`src/rtl/prbs_pattern_gen.sv`:
```
`default_nettype none
// +--------------------------------------------------------------------------+
// | prbs_pattern_gen : serial test-pattern source, preamble then PRBS7/15/23/31 |
// | with valid/ready handshake. Optional PRBS_ERR_INJ_EN adds error injection. |
// | Revision: 1.0                                                             |
// +--------------------------------------------------------------------------+
module prbs_pattern_gen #(
  parameter int                    PREAMBLE_W = 32,
  parameter logic [PREAMBLE_W-1:0] PREAMBLE   = 32'hCCDDEEFF,
  parameter int                    N_REP      = 2,
  parameter logic [30:0]           SEED       = {31{1'b1}}
) (
  input  logic        clk,
  input  logic        rst,
  input  logic        start,
  input  logic        stop,
  input  logic [1:0]  poly_sel,
  input  logic        data_ready,
`ifdef PRBS_ERR_INJ_EN
  input  logic        err_inj,
  output logic [15:0] err_cnt,
`endif
  output logic        data_out,
  output logic        data_valid,
  output logic        in_preamble,
  output logic        frame_start
);

  localparam int c_BIT_W = (PREAMBLE_W > 1) ? $clog2(PREAMBLE_W) : 1;
  localparam int c_REP_W = (N_REP > 0) ? $clog2(N_REP + 1) : 1;
  localparam logic [c_BIT_W-1:0] c_BIT_LAST = c_BIT_W'(PREAMBLE_W - 1);
  localparam logic [c_REP_W-1:0] c_REP_LAST = c_REP_W'((N_REP > 0) ? (N_REP - 1) : 0);

  typedef enum logic [1:0] {
    ST_IDLE = 2'd0,
    ST_PRE  = 2'd1,
    ST_PRBS = 2'd2
  } state_t;

  state_t                r_state;
  state_t                w_state_nxt;
  logic [1:0]            r_poly;
  logic [c_BIT_W-1:0]    r_bit_cnt;
  logic [c_REP_W-1:0]    r_rep_cnt;
  logic [30:0]           r_lfsr;
  logic [PREAMBLE_W-1:0] r_shift;
  logic [PREAMBLE_W-1:0] w_shift_rot;
  logic                  r_frame_start;
  logic                  w_accept;
  logic                  w_load;
  logic                  w_pre_last;
  logic                  w_fb;
  logic                  w_msb;
  logic                  w_inv;

  assign w_accept   = data_valid & data_ready;
  assign w_load     = (r_state == ST_IDLE) & start & ~stop;
  assign w_pre_last = (r_bit_cnt == c_BIT_LAST) && (r_rep_cnt == c_REP_LAST);

  // Rotating the shifter brings it back to PREAMBLE after every full word.
  generate
    if (PREAMBLE_W > 1) begin : g_rot_multi
      assign w_shift_rot = {r_shift[PREAMBLE_W-2:0], r_shift[PREAMBLE_W-1]};
    end else begin : g_rot_single
      assign w_shift_rot = r_shift;
    end
  endgenerate

  always_comb begin
    w_fb  = 1'b0;
    w_msb = 1'b0;
    case (r_poly)
      2'b00: begin w_fb = r_lfsr[6]  ^ r_lfsr[5];  w_msb = r_lfsr[6];  end
      2'b01: begin w_fb = r_lfsr[14] ^ r_lfsr[13]; w_msb = r_lfsr[14]; end
      2'b10: begin w_fb = r_lfsr[22] ^ r_lfsr[17]; w_msb = r_lfsr[22]; end
      default: begin w_fb = r_lfsr[30] ^ r_lfsr[27]; w_msb = r_lfsr[30]; end
    endcase
  end

  always_comb begin
    w_state_nxt = r_state;
    if (stop) begin
      w_state_nxt = ST_IDLE;
    end else begin
      case (r_state)
        ST_IDLE: if (start) w_state_nxt = (N_REP == 0) ? ST_PRBS : ST_PRE;
        ST_PRE:  if (w_accept && w_pre_last) w_state_nxt = ST_PRBS;
        ST_PRBS: w_state_nxt = ST_PRBS;
        default: w_state_nxt = ST_IDLE;
      endcase
    end
  end

  always_ff @(posedge clk) begin
    if (!rst) begin
      r_state       <= ST_IDLE;
      r_poly        <= 2'b00;
      r_bit_cnt     <= '0;
      r_rep_cnt     <= '0;
      r_lfsr        <= SEED;
      r_shift       <= PREAMBLE;
      r_frame_start <= 1'b0;
    end else begin
      r_state       <= w_state_nxt;
      r_frame_start <= w_load;
      if (w_load) begin
        r_poly    <= poly_sel;
        r_bit_cnt <= '0;
        r_rep_cnt <= '0;
        r_lfsr    <= SEED;
        r_shift   <= PREAMBLE;
      end else if (w_accept && (r_state == ST_PRE)) begin
        r_shift <= w_shift_rot;
        if (r_bit_cnt == c_BIT_LAST) begin
          r_bit_cnt <= '0;
          r_rep_cnt <= r_rep_cnt + c_REP_W'(1);
        end else begin
          r_bit_cnt <= r_bit_cnt + c_BIT_W'(1);
        end
      end else if (w_accept && (r_state == ST_PRBS)) begin
        r_lfsr <= {r_lfsr[29:0], w_fb};
      end
    end
  end

`ifdef PRBS_ERR_INJ_EN
  logic        r_inv;
  logic [15:0] r_err_cnt;

  // Inversion applies to the presented bit only; the LFSR keeps the clean sequence.
  always_ff @(posedge clk) begin
    if (!rst) begin
      r_inv     <= 1'b0;
      r_err_cnt <= 16'h0000;
    end else if (w_load) begin
      r_inv     <= 1'b0;
      r_err_cnt <= 16'h0000;
    end else if (w_accept && (r_state == ST_PRBS)) begin
      r_inv <= err_inj;
      if (err_inj && (r_err_cnt != 16'hFFFF)) begin
        r_err_cnt <= r_err_cnt + 16'd1;
      end
    end
  end

  assign w_inv   = r_inv;
  assign err_cnt = r_err_cnt;
`else
  assign w_inv = 1'b0;
`endif

  assign data_valid  = (r_state != ST_IDLE);
  assign in_preamble = (r_state == ST_PRE);
  assign frame_start = r_frame_start;
  assign data_out    = (r_state == ST_PRE)  ? r_shift[PREAMBLE_W-1] :
                       (r_state == ST_PRBS) ? (w_msb ^ w_inv) : 1'b0;

endmodule
`default_nettype wire
```
`config.mk`:
```
export PLATFORM = sky130hd
export DESIGN_NAME = prbs_pattern_gen
export DESIGN_NICKNAME = d
export VERILOG_FILES = /design/src/rtl/prbs_pattern_gen.sv
export SDC_FILE = /design/constraint.sdc
export NUM_CORES = 1
export LEC_CHECK = 0
export CORE_MARGIN = 2
export CORE_UTILIZATION = 40
export DETAILED_ROUTE_END_ITERATION = 12
export HOLD_SLACK_MARGIN = 0.03
export PLACE_DENSITY = 0.65
export SYNTH_ARGS = -nofsm -noshare
export SYNTH_HDL_FRONTEND = slang
export SYNTH_SLANG_ARGS = --single-unit
```
`constraint.sdc`:
```
create_clock -name clk -period 2.55 [get_ports clk]
set_input_delay 0.255 -clock clk [delete_from_list [all_inputs] [get_ports clk]]
set_output_delay 0.255 -clock clk [all_outputs]
set_load 0.02 [all_outputs]
```
Yosys cells after proc, flatten, opt, wreduce, memory -nomap -nowiden
Index checks and enable logic that the tools add are counted.
{ "totals": {"register_bits": 75, "latch_bits": 0, "ramBits": 0, "mem_bits_ro": 0, "out_inout_bits": 4, "memories": 0} }
{ "op_classes": {"addsub": 2, "multipliers": 0, "div": 0, "order_cmp": 0, "n_eq_ne": 8, "n_shift": 0, "n_mux": 8, "bitwise": 10, "reduce_logical": 12} }
{ "ops": {"columns": ["cell", "count"], "rows": [
  ["$eq A2 B1 Y1 const B", 3],
  ["$pmux W1 S3", 2],
  ["$pmux W2 S3", 1],
  ["$reduce_and A2 Y1", 3],
  ["$add A5 B1 Y5 const B", 1],
  ["$eq A5 B5 Y1 const B", 1],
  ["$mux W5", 1],
  ["$eq A2 B2 Y1 const B", 2],
  ["$logic_and A1 B1 Y1", 4],
  ["$logic_not A2 Y1", 2],
  ["$mux W2", 2],
  ["$reduce_or A2 Y1", 2],
  ["$xor A1 B1 Y1", 4],
  ["$and A1 B1 Y1", 3],
  ["$not A1 Y1", 3],
  ["$add A2 B1 Y2 const B", 1],
  ["$mux W1", 2],
  ["$ne A2 B1 Y1 const B", 1],
  ["$ne A2 B2 Y1 const B", 1],
  ["$reduce_bool A2 Y1", 1]
]} }

Depth between registers and ports, before layout
{ "logic_depth": {"word_depth": 5, "ltp_mapped": 8, "depth_no_buf": 7} }

Worst setup path before layout
OpenSTA, ideal clock, no wires.
{ "synth_path": {"path_kind": "flip-flop to flip-flop", "from": "register r_bit_cnt[0]", "to": "register r_bit_cnt[3]", "setup_ns": 0.070, "t_arrival_ns": 1.626, "required_time_ns": 2.480, "slack_ns": 0.854, "path_stages_with_launch": 7, "cell_sequence": "dfxtp_1 -> ha_1 -> and3_1 -> ha_1 -> buf_2 -> or4_1 -> a21oi_1"} }
{ "synth_via": {"elab_chain_len": 2} }
{ "synth_lines": {"columns": ["element", "line_no", "text"], "rows": [
  ["start: declaration", "43", "logic [c_BIT_W-1:0] r_bit_cnt;"],
  ["start signal: assignment", "118", "r_bit_cnt <= r_bit_cnt + c_BIT_W'(1);"],
  ["$add A5 B1 Y5 or $eq A5 B5 Y1 (tied branches)", "118, 114", null],
  ["$mux W5 *", "114", "if (r_bit_cnt == c_BIT_LAST) begin"]
]} }
Mark *: on every way between the ends. The rest lies on a longest branch, timed or not.
A chain may end at the register's enable or synchronous reset.

Worst setup path after layout
{ "layout_path": {"from": "register r_poly[0]", "to": "output port data_out"} }
{ "layout_via": {"elab_chain_len": 4} }
{ "layout_lines": {"columns": ["element", "line_no", "text"], "rows": [
  ["start: declaration", "42", "logic [1:0] r_poly;"],
  ["start signal: assignment", "107", "r_poly <= poly_sel;"],
  ["$eq A2 B2 Y1 (tied with other cells)", "72", "case (r_poly)"],
  ["$pmux W1 S3 *", "72", null],
  ["$mux W1 *", "156", "(r_state == ST_PRBS) ? (w_msb ^ w_inv) : 1'b0;"],
  ["$mux W1 *", "155", "assign data_out = (r_state == ST_PRE) ? r_shift[PREAMBLE_W-1] :"],
  ["end: declaration", "23", "output logic data_out,"]
]} }
Marks and branches as above.

==> metrics.md <==
| Metric | Value |
|---|---|
| Status | finished clean |
| GRT Resource Usage Total | 0.143 |
| Post-synth ARST share | 0 |
| Period Utilization, post-route | 0.870 |
| Post-synthesis net count | between 300 and 400 |
| Synth area leaders | dfxtp_1 53%, nand2_1 17%, nand3_1 10% |
| Pin count of the biggest net entering global routing | 39 |
| Worst Hold Class | reg2reg |
| GR Util met2 | 0.244 |
| DR vias/cell | roughly 4.8 |
| Rel. slew slack | 0.660 |
| Prevailing post-synth register cell | dfxtp_1 |
| Worst EP required | ~2.3 ns |
| Fin Setup TNS | 0 ns |
| Clock net sink count | between 70 and 80 |
| # diodes | 0 |
| Post-synth EDFFs | 0 |
| Number of routed nets with antenna violations | 0 |
| Hold WS | 0.457 ns |
| Via count | 2215 |
| WP data arrival | 1.96 ns |
| Syn Std Cell Area | roughly 0.0029 mm2 |
| Num CTS Buffers | 9 |
| CP max stage delay | ~0.56 ns |
| Fmax achieved | roughly 0.45 GHz |
| Post-CTS setup buffer count | 0 |
| Ys Warns | 0 |
| Iteration-0 DRC Markers | roughly 120 |
| Synth area leader | dfxtp_1 |
| Most frequent cells after synthesis | 133 x nand2_1, 75 x dfxtp_1, 58 x nand3_1, 15 x a21oi_1, 12 x buf_2 |
| Drt first pass iters | 4 |
| PostCTS Resize Cnt | 0 |
| HPWL Detailed | 3070 um |
| H-Tree Depth | 3 |
| Die span in x | slightly below 90 um |
| Count leader, synth | nand2_1 |
| M3 GR Usage | 0.0532 |
| Netlist cell types | 31 |
| Std-Cell Rows | 30 |
| Startpoint Class | flop |
| Met1 Resource Use GR | 0.160 |
| # Max-Cap Violations | 0 |
| Layout Cells excl Fill | ~460 |
| Initial antenna violation count | 0 |
| DRC violations left | 0 |
| RSZ-0062 raised after global routing | no |
| Sequential-to-total area share from yosys stat | 0.525 |
| Final Setup Violations | 0 |
| VDD IR max | 0.291 mV |
| Core Box Area | a little under 0.007 mm2 |
| Placed cell count | roughly 440 |
| Vias in the first global route | between 2000 and 2500 |
| Leak | 1.40 nW |
| CTS tree | yes |
| Measured slew at the worst slew-check pin | just over 0.5 ns |
| Average cell area after synthesis | about 8 um2 |
| Power Density | approximately 670 mW/mm2 |
| Routed wire length per instance | around 11 um |
| Syn Inst Count | about 350 |
| Final Hold Viols | 0 |
| Clock latency on the worst-skew pair | between 0.3 and 0.4 ns |
| Layout Nets | approximately 370 |
| Crit path time final | roughly 2.2 ns |
| Placer Congestion | 0.795 |
| Die Ht | about 89 um |
| Final worst slack | about 0.33 ns |
| Area grow syn2layout | 12.6% |
| I/O pins | 11 |
| Global-route wire length before repair | 8690 um |
| Clock Skews | around 0.0064 ns |
| Yosys top cell area share | 0.525 |
| WL final | ~5000 um |
| Pre-CTS WS | 0.636 ns |
| Top Usage Layer GRT | met2 |
| Root buf cell | clkbuf_8 |
| Initial Util | 0.416 |
| WS Path Type | reg2out |
| Clk buf depth | 2 |
| Yosys reg bits | 75 |
| Pins over their slew limit | 0 |
| Die ar. | 0.00784 mm2 |
| CP endpoint kind | output pin |
| Slowest-stage cell, CP | clkdlybuf4s50_1 |
| Total grt overflow | 0 |
| Worst-path clk slew | 0.07 ns |
| Share of cells above drive strength 1 | 0.0716 |
| Peak fanout along the critical path | 3 |
| PortBufs | 10 |
| Crit-path cells | mux4_2, nand2_1, o21ai_0, clkdlybuf4s50_1 |
| # hold bufs at CTS | 0 |
[final cells by class]
type,instances,area (um2)
Clock buffer,9,124
Clock inverter,7,68.8
Fill cell,691,3650
Inverter,5,18.8
Multi-Input combinational cell,250,1230
Sequential cell,75,1500
Tap cell,96,120
Timing Repair Buffer,17,153
[stage by stage]
step           utilization  power, mW  instance area (um2)
4_1_cts              0.469       2.19                 3220
5_1_grt              0.469       2.24                 3220
6_report             0.469       2.16                 3220
3_5_place_dp         0.441       1.31                 3030
3_3_place_gp         0.441       1.31                 3030
2_1_floorplan            -       1.27                 2860
[state kept, by name, indices dropped and copies added, names as in the netlist]
signal and cells:
frame_start 1, r_shift 32, r_bit_cnt 5, r_rep_cnt 2, r_state 2, r_lfsr 31
r_poly 2
[critical path, delay by kind of cell (launching register included)]
family / cells / cell delay [ns]
flip-flops: 1 / 0.39
AND/OR/NAND/NOR: 1 / 0.08
buffers and inverters: 1 / 0.56
multiplexers: 1 / 0.51
AO/OA/AOI/OAI: 1 / 0.08
[worst paths after layout]
path	start	endpoint	slack, ns	cells past startpoint
worst max-delay path	r_poly[0]	data_out	0.33	4
worst min-delay path	r_shift[24]	r_shift[25]	0.46	2
worst max register to register	r_state[0]	r_shift[26]	0.67	6
worst min register to register	r_shift[24]	r_shift[25]	0.46	2
[cells by family after synthesis]
family,Yosys count,share of synthesized area
AND/OR/NAND/NOR,206,0.309
flip-flops,75,0.525
AO/OA/AOI/OAI,30,0.0608
buffers and inverters,28,0.0433
adder cells (fa/ha/maj),7,0.0306
XOR/XNOR,5,0.0153
multiplexers,2,0.0158
[where the power goes]
group | total, mW | internal (mW) | switching (mW)
registers | 1.18 | 1.18 | 0.00545
clock network | 0.878 | 0.447 | 0.430
logic | 0.0944 | 0.0375 | 0.0569
[cell usage in the layout, fill, tap and decap left out, drive strengths merged]
cell,synthesis,routed
mux4,2,2
nor3,2,2
xor2,1,1
dfxtp,75,75
buf,14,7
a31oi,2,2
clkinvlp,0,2
a311oi,1,1
a22o,2,2
a21o,1,1
nand3b,1,1
clkbuf,9,9
and4,1,1
nor2b,3,3
and3b,1,1
nand4,1,1
xnor2,4,4
nor4b,1,1
o21a,1,1
clkinv,0,4
a21boi,2,2
a21oi,15,15
nor2,3,3
inv,5,5
clkdlybuf4s50,0,10
o21ai,6,6
ha,7,7
or4,1,1
nand2,133,133
and3,1,1
bufinv,0,1
nand3,58,58
[per-layer routing]
layer,share of wire,wire (um)
met5,0,0
met4,0.015,75
met3,0.034,171
met2,0.48,2390
met1,0.47,2340
Note: power is estimated with default switching activity, not from simulation.
